--- src/rtl/exc_ctrl.sv ---
// -----------------------------------------------------------------------------
// exc_ctrl: exception arbiter and pipeline redirect controller.
//
// This block samples the MEM-stage exception flags and any pending interrupt,
// checking them against CP0 Status, Cause and EPC. When an exception is taken,
// it reports the winning exception to cp0_reg for one cycle, flushes the
// pipeline for FLUSH_CYCLES cycles, and then offers the new fetch PC over a
// valid/ack handshake.
//
// Optional feature (compile-time macro EXC_CP0_FWD_EN):
//   When EXC_CP0_FWD_EN is defined, Status, Cause[9:8] and EPC are forwarded
//   from an in-flight WB-stage CP0 write, so an exception in the same cycle
//   sees the value being written. When the macro is undefined, the WB ports
//   are ignored.
//
// Ports:
//   clk, rst                  clock; asynchronous active-high reset
//   valid_i, pc_i             MEM-stage instruction valid / address
//   in_delayslot_i            MEM-stage instruction is in a delay slot
//   exc_syscall_i ... _eret_i decoded exception flags
//   cp0_status/cause/epc_i    CP0 registers from cp0_reg
//   wb_cp0_we/waddr/data_i    WB-stage CP0 write (used only for forwarding)
//   excepttype_o              exception code, non-zero only in the report cycle
//   exc_pc_o, exc_delayslot_o faulting PC and delay-slot flag for the report
//   flush_o                   flush all pipeline registers
//   redirect_valid_o          new_pc_o is valid; held until redirect_ack_i
//   redirect_ack_i            fetch accepted new_pc_o
//   new_pc_o                  redirect target
// -----------------------------------------------------------------------------
module exc_ctrl #(
    parameter logic [31:0] EXC_VECTOR   = 32'h0000_0020,
    parameter int unsigned FLUSH_CYCLES = 1
) (
    input  logic        clk,
    input  logic        rst,
    input  logic        valid_i,
    input  logic [31:0] pc_i,
    input  logic        in_delayslot_i,
    input  logic        exc_syscall_i,
    input  logic        exc_invalid_i,
    input  logic        exc_trap_i,
    input  logic        exc_eret_i,
    input  logic [31:0] cp0_status_i,
    input  logic [31:0] cp0_cause_i,
    input  logic [31:0] cp0_epc_i,
    input  logic        wb_cp0_we_i,
    input  logic [4:0]  wb_cp0_waddr_i,
    input  logic [31:0] wb_cp0_data_i,
    output logic [31:0] excepttype_o,
    output logic [31:0] exc_pc_o,
    output logic        exc_delayslot_o,
    output logic        flush_o,
    output logic        redirect_valid_o,
    input  logic        redirect_ack_i,
    output logic [31:0] new_pc_o
);

    localparam logic [31:0] CodeNone    = 32'h0000_0000;
    localparam logic [31:0] CodeInt     = 32'h0000_0001;
    localparam logic [31:0] CodeSyscall = 32'h0000_0008;
    localparam logic [31:0] CodeInvalid = 32'h0000_000a;
    localparam logic [31:0] CodeTrap    = 32'h0000_000d;
    localparam logic [31:0] CodeEret    = 32'h0000_000e;

    localparam logic [3:0] FlushInit = 4'(FLUSH_CYCLES - 1);

    typedef enum logic [1:0] {
        StIdle,
        StFlush,
        StRedirect
    } state_e;

    state_e      state_q, state_d;
    logic [3:0]  cnt_q, cnt_d;
    logic [31:0] excepttype_q, excepttype_d;
    logic [31:0] exc_pc_q, exc_pc_d;
    logic        exc_ds_q, exc_ds_d;
    logic [31:0] new_pc_q, new_pc_d;

    logic [31:0] st, ca, epc;
    logic        int_pending;
    logic [31:0] exc_code;

    // Effective CP0 view.
`ifdef EXC_CP0_FWD_EN
    always_comb begin
        st  = cp0_status_i;
        ca  = cp0_cause_i;
        epc = cp0_epc_i;
        if (wb_cp0_we_i) begin
            unique case (wb_cp0_waddr_i)
                5'd12:   st = wb_cp0_data_i;
                // Only the software-interrupt bits of Cause are writable.
                5'd13:   ca[9:8] = wb_cp0_data_i[9:8];
                5'd14:   epc = wb_cp0_data_i;
                default: ;
            endcase
        end
    end

    logic unused_cp0;
    assign unused_cp0 = ^{st[31:16], st[7:2], ca[31:16], ca[7:0]};
`else
    assign st  = cp0_status_i;
    assign ca  = cp0_cause_i;
    assign epc = cp0_epc_i;

    logic unused_cp0;
    assign unused_cp0 = ^{st[31:16], st[7:2], ca[31:16], ca[7:0],
                          wb_cp0_we_i, wb_cp0_waddr_i, wb_cp0_data_i};
`endif

    // An interrupt is pending when it is unmasked, interrupts are enabled (IE), and the core
    // is not already at exception level (EXL).
    assign int_pending = ((ca[15:8] & st[15:8]) != 8'h00) && st[0] && !st[1];

    // Priority arbitration: only the highest-priority source is reported.
    always_comb begin
        exc_code = CodeNone;
        if (valid_i) begin
            if (int_pending)        exc_code = CodeInt;
            else if (exc_syscall_i) exc_code = CodeSyscall;
            else if (exc_invalid_i) exc_code = CodeInvalid;
            else if (exc_trap_i)    exc_code = CodeTrap;
            else if (exc_eret_i)    exc_code = CodeEret;
        end
    end

    always_comb begin
        state_d      = state_q;
        cnt_d        = cnt_q;
        excepttype_d = CodeNone;
        exc_pc_d     = 32'h0;
        exc_ds_d     = 1'b0;
        new_pc_d     = new_pc_q;
        unique case (state_q)
            StIdle: begin
                if (exc_code != CodeNone) begin
                    excepttype_d = exc_code;
                    exc_pc_d     = pc_i;
                    exc_ds_d     = in_delayslot_i;
                    new_pc_d     = (exc_code == CodeEret) ? epc : EXC_VECTOR;
                    cnt_d        = FlushInit;
                    state_d      = StFlush;
                end
            end
            StFlush: begin
                if (cnt_q == 4'd0) begin
                    state_d = StRedirect;
                end else begin
                    cnt_d = cnt_q - 4'd1;
                end
            end
            StRedirect: begin
                if (redirect_ack_i) begin
                    state_d  = StIdle;
                    new_pc_d = 32'h0;
                end
            end
            default: state_d = StIdle;
        endcase
    end

    always_ff @(posedge clk or posedge rst) begin
        if (rst) begin
            state_q      <= StIdle;
            cnt_q        <= 4'd0;
            excepttype_q <= 32'h0;
            exc_pc_q     <= 32'h0;
            exc_ds_q     <= 1'b0;
            new_pc_q     <= 32'h0;
        end else begin
            state_q      <= state_d;
            cnt_q        <= cnt_d;
            excepttype_q <= excepttype_d;
            exc_pc_q     <= exc_pc_d;
            exc_ds_q     <= exc_ds_d;
            new_pc_q     <= new_pc_d;
        end
    end

    assign excepttype_o     = excepttype_q;
    assign exc_pc_o         = exc_pc_q;
    assign exc_delayslot_o  = exc_ds_q;
    assign flush_o          = (state_q == StFlush);
    assign redirect_valid_o = (state_q == StRedirect);
    assign new_pc_o         = new_pc_q;

endmodule

--- config.mk ---
export PLATFORM = sky130hd
export DESIGN_NAME = exc_ctrl
export DESIGN_NICKNAME = d
export VERILOG_FILES = /design/src/rtl/exc_ctrl.sv
export SDC_FILE = /design/constraint.sdc
export NUM_CORES = 1
export LEC_CHECK = 0
export ABC_AREA = 1
export CAP_MARGIN = 25
export CORE_MARGIN = 4
export CORE_UTILIZATION = 36
export CTS_CLUSTER_DIAMETER = 40
export DETAILED_ROUTE_END_ITERATION = 8
export GPL_ROUTABILITY_DRIVEN = 0
export PLACE_DENSITY = 0.95
export SLEW_MARGIN = 20
export SYNTH_ARGS = -nofsm -noshare
export SYNTH_HDL_FRONTEND = slang
export SYNTH_SLANG_ARGS = --single-unit
--- constraint.sdc ---
create_clock -name clk -period 4.5 [get_ports clk]
set_input_delay 1.35 -clock clk [delete_from_list [all_inputs] [get_ports clk]]
set_output_delay 1.35 -clock clk [all_outputs]
set_load 0.02 [all_outputs]
[Yosys cells after proc, flatten, opt, wreduce, memory -nomap -nowiden]
Index checks and enable logic that the tools add are counted.
Word-level totals
  bits in registers: 103
  input bits: 175
  output and inout port bits: 99
  logic and storage cells: 50
Cells by class
  add/sub/neg operators: 1
  equal/unequal tests: 7
  multiplexer cells: 23
  bitwise logic cells: 1
  reduce and logical (&&, ||, !) cells: 12
Operator list (count)
  2-to-1 mux 32 bit: 7
  case mux 32 bit (2 select lines): 1
  equality test 32 x 4 -> 1 bit, second input constant: 1
  2-to-1 mux 4 bit: 8
  nonzero test 32 bit: 1
  AND reduction 3 bit: 3
  AND 8 bit: 1
  case mux 4 bit (2 select lines): 1
  nonzero test 8 bit: 1
  2-to-1 mux 2 bit: 3
  case mux 2 bit (3 select lines): 1
  logical NOT 4 bit: 1
  != test 2 x 1 -> 1 bit, second input constant: 2
  != test 2 bit, second input constant: 2
  nonzero test 2 bit: 2
  subtractor 4 x 1 -> 4 bit, second input constant: 1
  equality test 2 x 1 -> 1 bit, second input constant: 1
  equality test 2 bit, second input constant: 1
  logical AND 1 bit: 2
  logical NOT 2 bit: 1
  2-to-1 mux 1 bit: 2
  logical NOT 1 bit: 1

[Logic depth before layout (Yosys ltp)]
  depth in word-level cells: 10
  depth in mapped cells: 11
  depth with buffers taken out: 11

[Worst setup path after synthesis]
Ideal clock, no wire load.
  kind: input-to-reg
  start point: input cp0_cause_i[8]
  end point: register exc_pc_q[10], in the netlist exc_pc_o[10]
  setup time: 0.116 ns
  arrival: 2.252 ns
  setup slack: 2.132 ns
  cell stages on the path: 10
  buffers on the path: 2
  path through: nand2_1 -> nand2_1 -> nor2_1 -> nand2_2 -> nand3_2 -> nand3_4 -> nand2_2 -> buf_6 -> buf_12 -> nor2_4
On the way
  cells in the longest elaborated chain, start to end: 9
Ends and longest elaborated chain
  start: declaration: line 44  | input logic [31:0] cp0_cause_i,
  AND 8 bit: line 115  | assign int_pending = ((ca[15:8] & st[15:8]) != 8'h00) && st[0] && !st[1];
  nonzero test 8 bit: line 115
  logical AND 1 bit (2 in series): line 115
  2-to-1 mux 4 bit: line 121  | if (int_pending) exc_code = CodeInt;
  2-to-1 mux 4 bit: line 120  | if (valid_i) begin
  nonzero test 32 bit: line 138  | if (exc_code != CodeNone) begin
  2-to-1 mux 32 bit: line 138
  2-to-1 mux 32 bit: line 136  | unique case (state_q)
  via exc_pc_d[10]: line 76  | logic [31:0] exc_pc_q, exc_pc_d;
  end signal: assignment: line 176  | exc_pc_q <= exc_pc_d;
  end: declaration: line 76
The timed path passes the listed nets, and every way through them passes these cells.
A chain may end at the register's enable or synchronous reset.

[Final worst setup path]
  start point: input cp0_cause_i[13]
  end point: register cnt_q[3]
On the way
  cells in the longest elaborated chain, start to end: 9
Ends and longest elaborated chain
  AND 8 bit: line 115
  nonzero test 8 bit: line 115
  logical AND 1 bit (2 in series): line 115
  2-to-1 mux 4 bit: line 121
  2-to-1 mux 4 bit: line 120
  nonzero test 32 bit: line 138
  != test 2 bit (no source line)
  AND reduction 3 bit (no source line)
  end signal: assignment: line 174  | cnt_q <= cnt_d;
  end: declaration: line 74  | logic [3:0] cnt_q, cnt_d;
No other way between the ends.

==> impl_metrics.tcl <==
set metrics [dict create \
    cts_setup_buffers 0 \
    status "complete, no violations" \
    drive_gt1_share_pct 12.2 \
    register_area_um2 1880 \
    seq_area_frac_synth_pct 52.8 \
    setup-violations-final 0 \
    wl_per_cell_um 15.0 \
    core-area_um2 9420 \
    p_leak_nw 2.60 \
    dr.pass1.iters 4 \
    mostFrequentLayoutCells "clkdlybuf4s50_1 (161), nand2_1 (89), dfrtp_1 (75)" \
    clock-sinks 75 \
    drt-vias-per-instance 4.53 \
    maxCapViolations 0 \
    rr_worst_depth 6 \
    skew_ns 0.0192 \
    initial_core_util_pct 37.7 \
    grt_pass1_wl_um 14800 \
    slew-limit-headroom_pct 49.7 \
    end_kind "flop" \
    portBuffers 161 \
    die_h_um 107 \
    crit_fanout 33 \
    place_ws_ns 0.607 \
    ys_ff_latch 75 \
    clk_transition_reported_paths_ns 0.08 \
    finalWorstPathRequiredPeriod_ns 3.56 \
    fp.dieArea_um2 11500 \
    area_growth_pct 50.7 \
    antenna_cells 0 \
    multi_input_area_um2 1260 \
    hpwl_um 7560 \
    syn-cell-area_um2 3550 \
    start_kind "input pin" \
    io_pins 274 \
    h-tree-depth 3 \
    nFillCells 786 \
    fin_ws_ns 0.936 \
    grt_pass1_vias 3101 \
    cp.arrival_ns 3.78 \
    drcViolationCount 0 \
    required_ns 4.72 \
    clk_latency_ns 0.34 \
    vias 2969 \
    root_buffer "clkbuf_8" \
    hold_depth 2 \
    ys_types 28 \
    cts.repair.resized 0 \
    syn_inst 363 \
    dr.first_iter.drc_count 138 \
    fmax_mhz 281 \
    period_share_pct 79.2 \
    worst_pin_slew_ns 0.753 \
    power.total_w 0.00220 \
    track_usage_pct 16.4 \
    antenna_left 0 \
    p_per_area_nw_per_um2 411 \
    cts_tree "yes" \
    timing.setup.tns_ns 0 \
    finalMaxSlewViolations 0 \
    ir_worst_vdd_mv 0.183 \
    grt_overflow 0 \
    totalWireLength_um 9810 \
    antenna_found_initial 0 \
    num-nets-final 697 \
    avgSynthCellArea_um2 9.79 \
    hold_class "reg -> reg" \
    crit_type "in -> reg" \
    hold_viol 0 \
    rsz0062_at_grt "false" \
    die_x_um 107 \
    ys_warn_count 0 \
    grt_max_degree 59 \
    ctsHoldBuffers 0 \
    cts_buffer_depth 2 \
    num_rows 35 \
    layout_commonest_cell "clkdlybuf4s50_1" \
    cts_buffers 9 \
]
cells by family after synthesis:
group                    share of synthesized area [%]
flip-flops                                        52.8
adder cells (fa/ha/maj)                          0.352
AO/OA/AOI/OAI                                    0.986
buffers and inverters                             14.7
other                                            0.106
AND/OR/NAND/NOR                                   31.0
layout make-up:
class | count | share of cell area (%)
inverter | 47 | 3.30
tap | 129 | 3.01
clock buffer | 10 | 2.57
clock inverter | 6 | 1.78
multi-input combinational | 224 | 23.5
sequential | 75 | 35.1
timing repair buffer | 164 | 30.8
power breakdown:
part	internal (W)	switching, W	leakage, nW
clock network	0.000334	0.000264	0.117
logic	0.000301	0.000499	1.46
registers	0.000760	0.0000405	1.02
state kept, by name (all words and copies together) (netlist names):
signal	cells
cnt_q	4
exc_delayslot_o	1
exc_pc_o	32
excepttype_o	4
new_pc_o	32
state_q	2
worst paths after layout:
| path | start | endpoint | slack (ns) |
|---|---|---|---|
| setup / recovery | cp0_cause_i[13] | cnt_q[3] | 0.94 |
| min in group asynchronous | rst | exc_pc_o[30] | 1.30 |
| max in group asynchronous | rst | excepttype_o[0] | 2.13 |
| hold reg to reg | new_pc_o[30] | new_pc_o[30] | 0.47 |
| hold / removal | new_pc_o[30] | new_pc_o[30] | 0.47 |
| setup reg to reg | state_q[1] | new_pc_o[29] | 2.36 |
Yosys cell counts (all sizes together):
cell     n  area share [%]
buf     41             9.4
dfrtp   75              53
a21oi    3            0.53
nand2   93              10
nor3     2            0.28
conb     1            0.11
a31oi    1            0.18
nor4     1            0.18
inv     47             5.0
nand3   11             2.3
clkbuf   3            0.32
nor2    48              12
or2      1            0.18
ha       1            0.35
nand4   32             5.6
o21ai    2            0.28
nor3b    1            0.21
stage by stage:
stage,area [um2],util (%),hold WS (ns),cells
2_1_floorplan,3650,-,0.498,390
3_3_place_gp,5120,54.4,0.453,639
3_5_place_dp,5120,54.4,0.458,639
4_1_cts,5350,56.9,0.479,655
5_1_grt,5350,56.9,0.506,655
6_report,5350,56.9,0.474,655
metal layers:
metal	vias up	wire (um)	GRT usage [%]
met4	0	234	5.77
met2	139	5450	32.2
met1	1430	3440	16.8
li1	1384	-	-
met5	-	0	0
met3	16	685	3.60
critical path, cell delays in order:
cell and delay [ns]:
clkdlybuf4s50_1 0.41, nand2_1 0.07, nand2_1 0.05, nor2_2 0.11, nand2_2 0.09, nand3_2 0.12, nand3_4 0.36, nand2_4 0.73
nand2_1 0.27, nand2_1 0.14, nand2_1 0.06
Note: power is estimated with default switching activity, not from simulation.
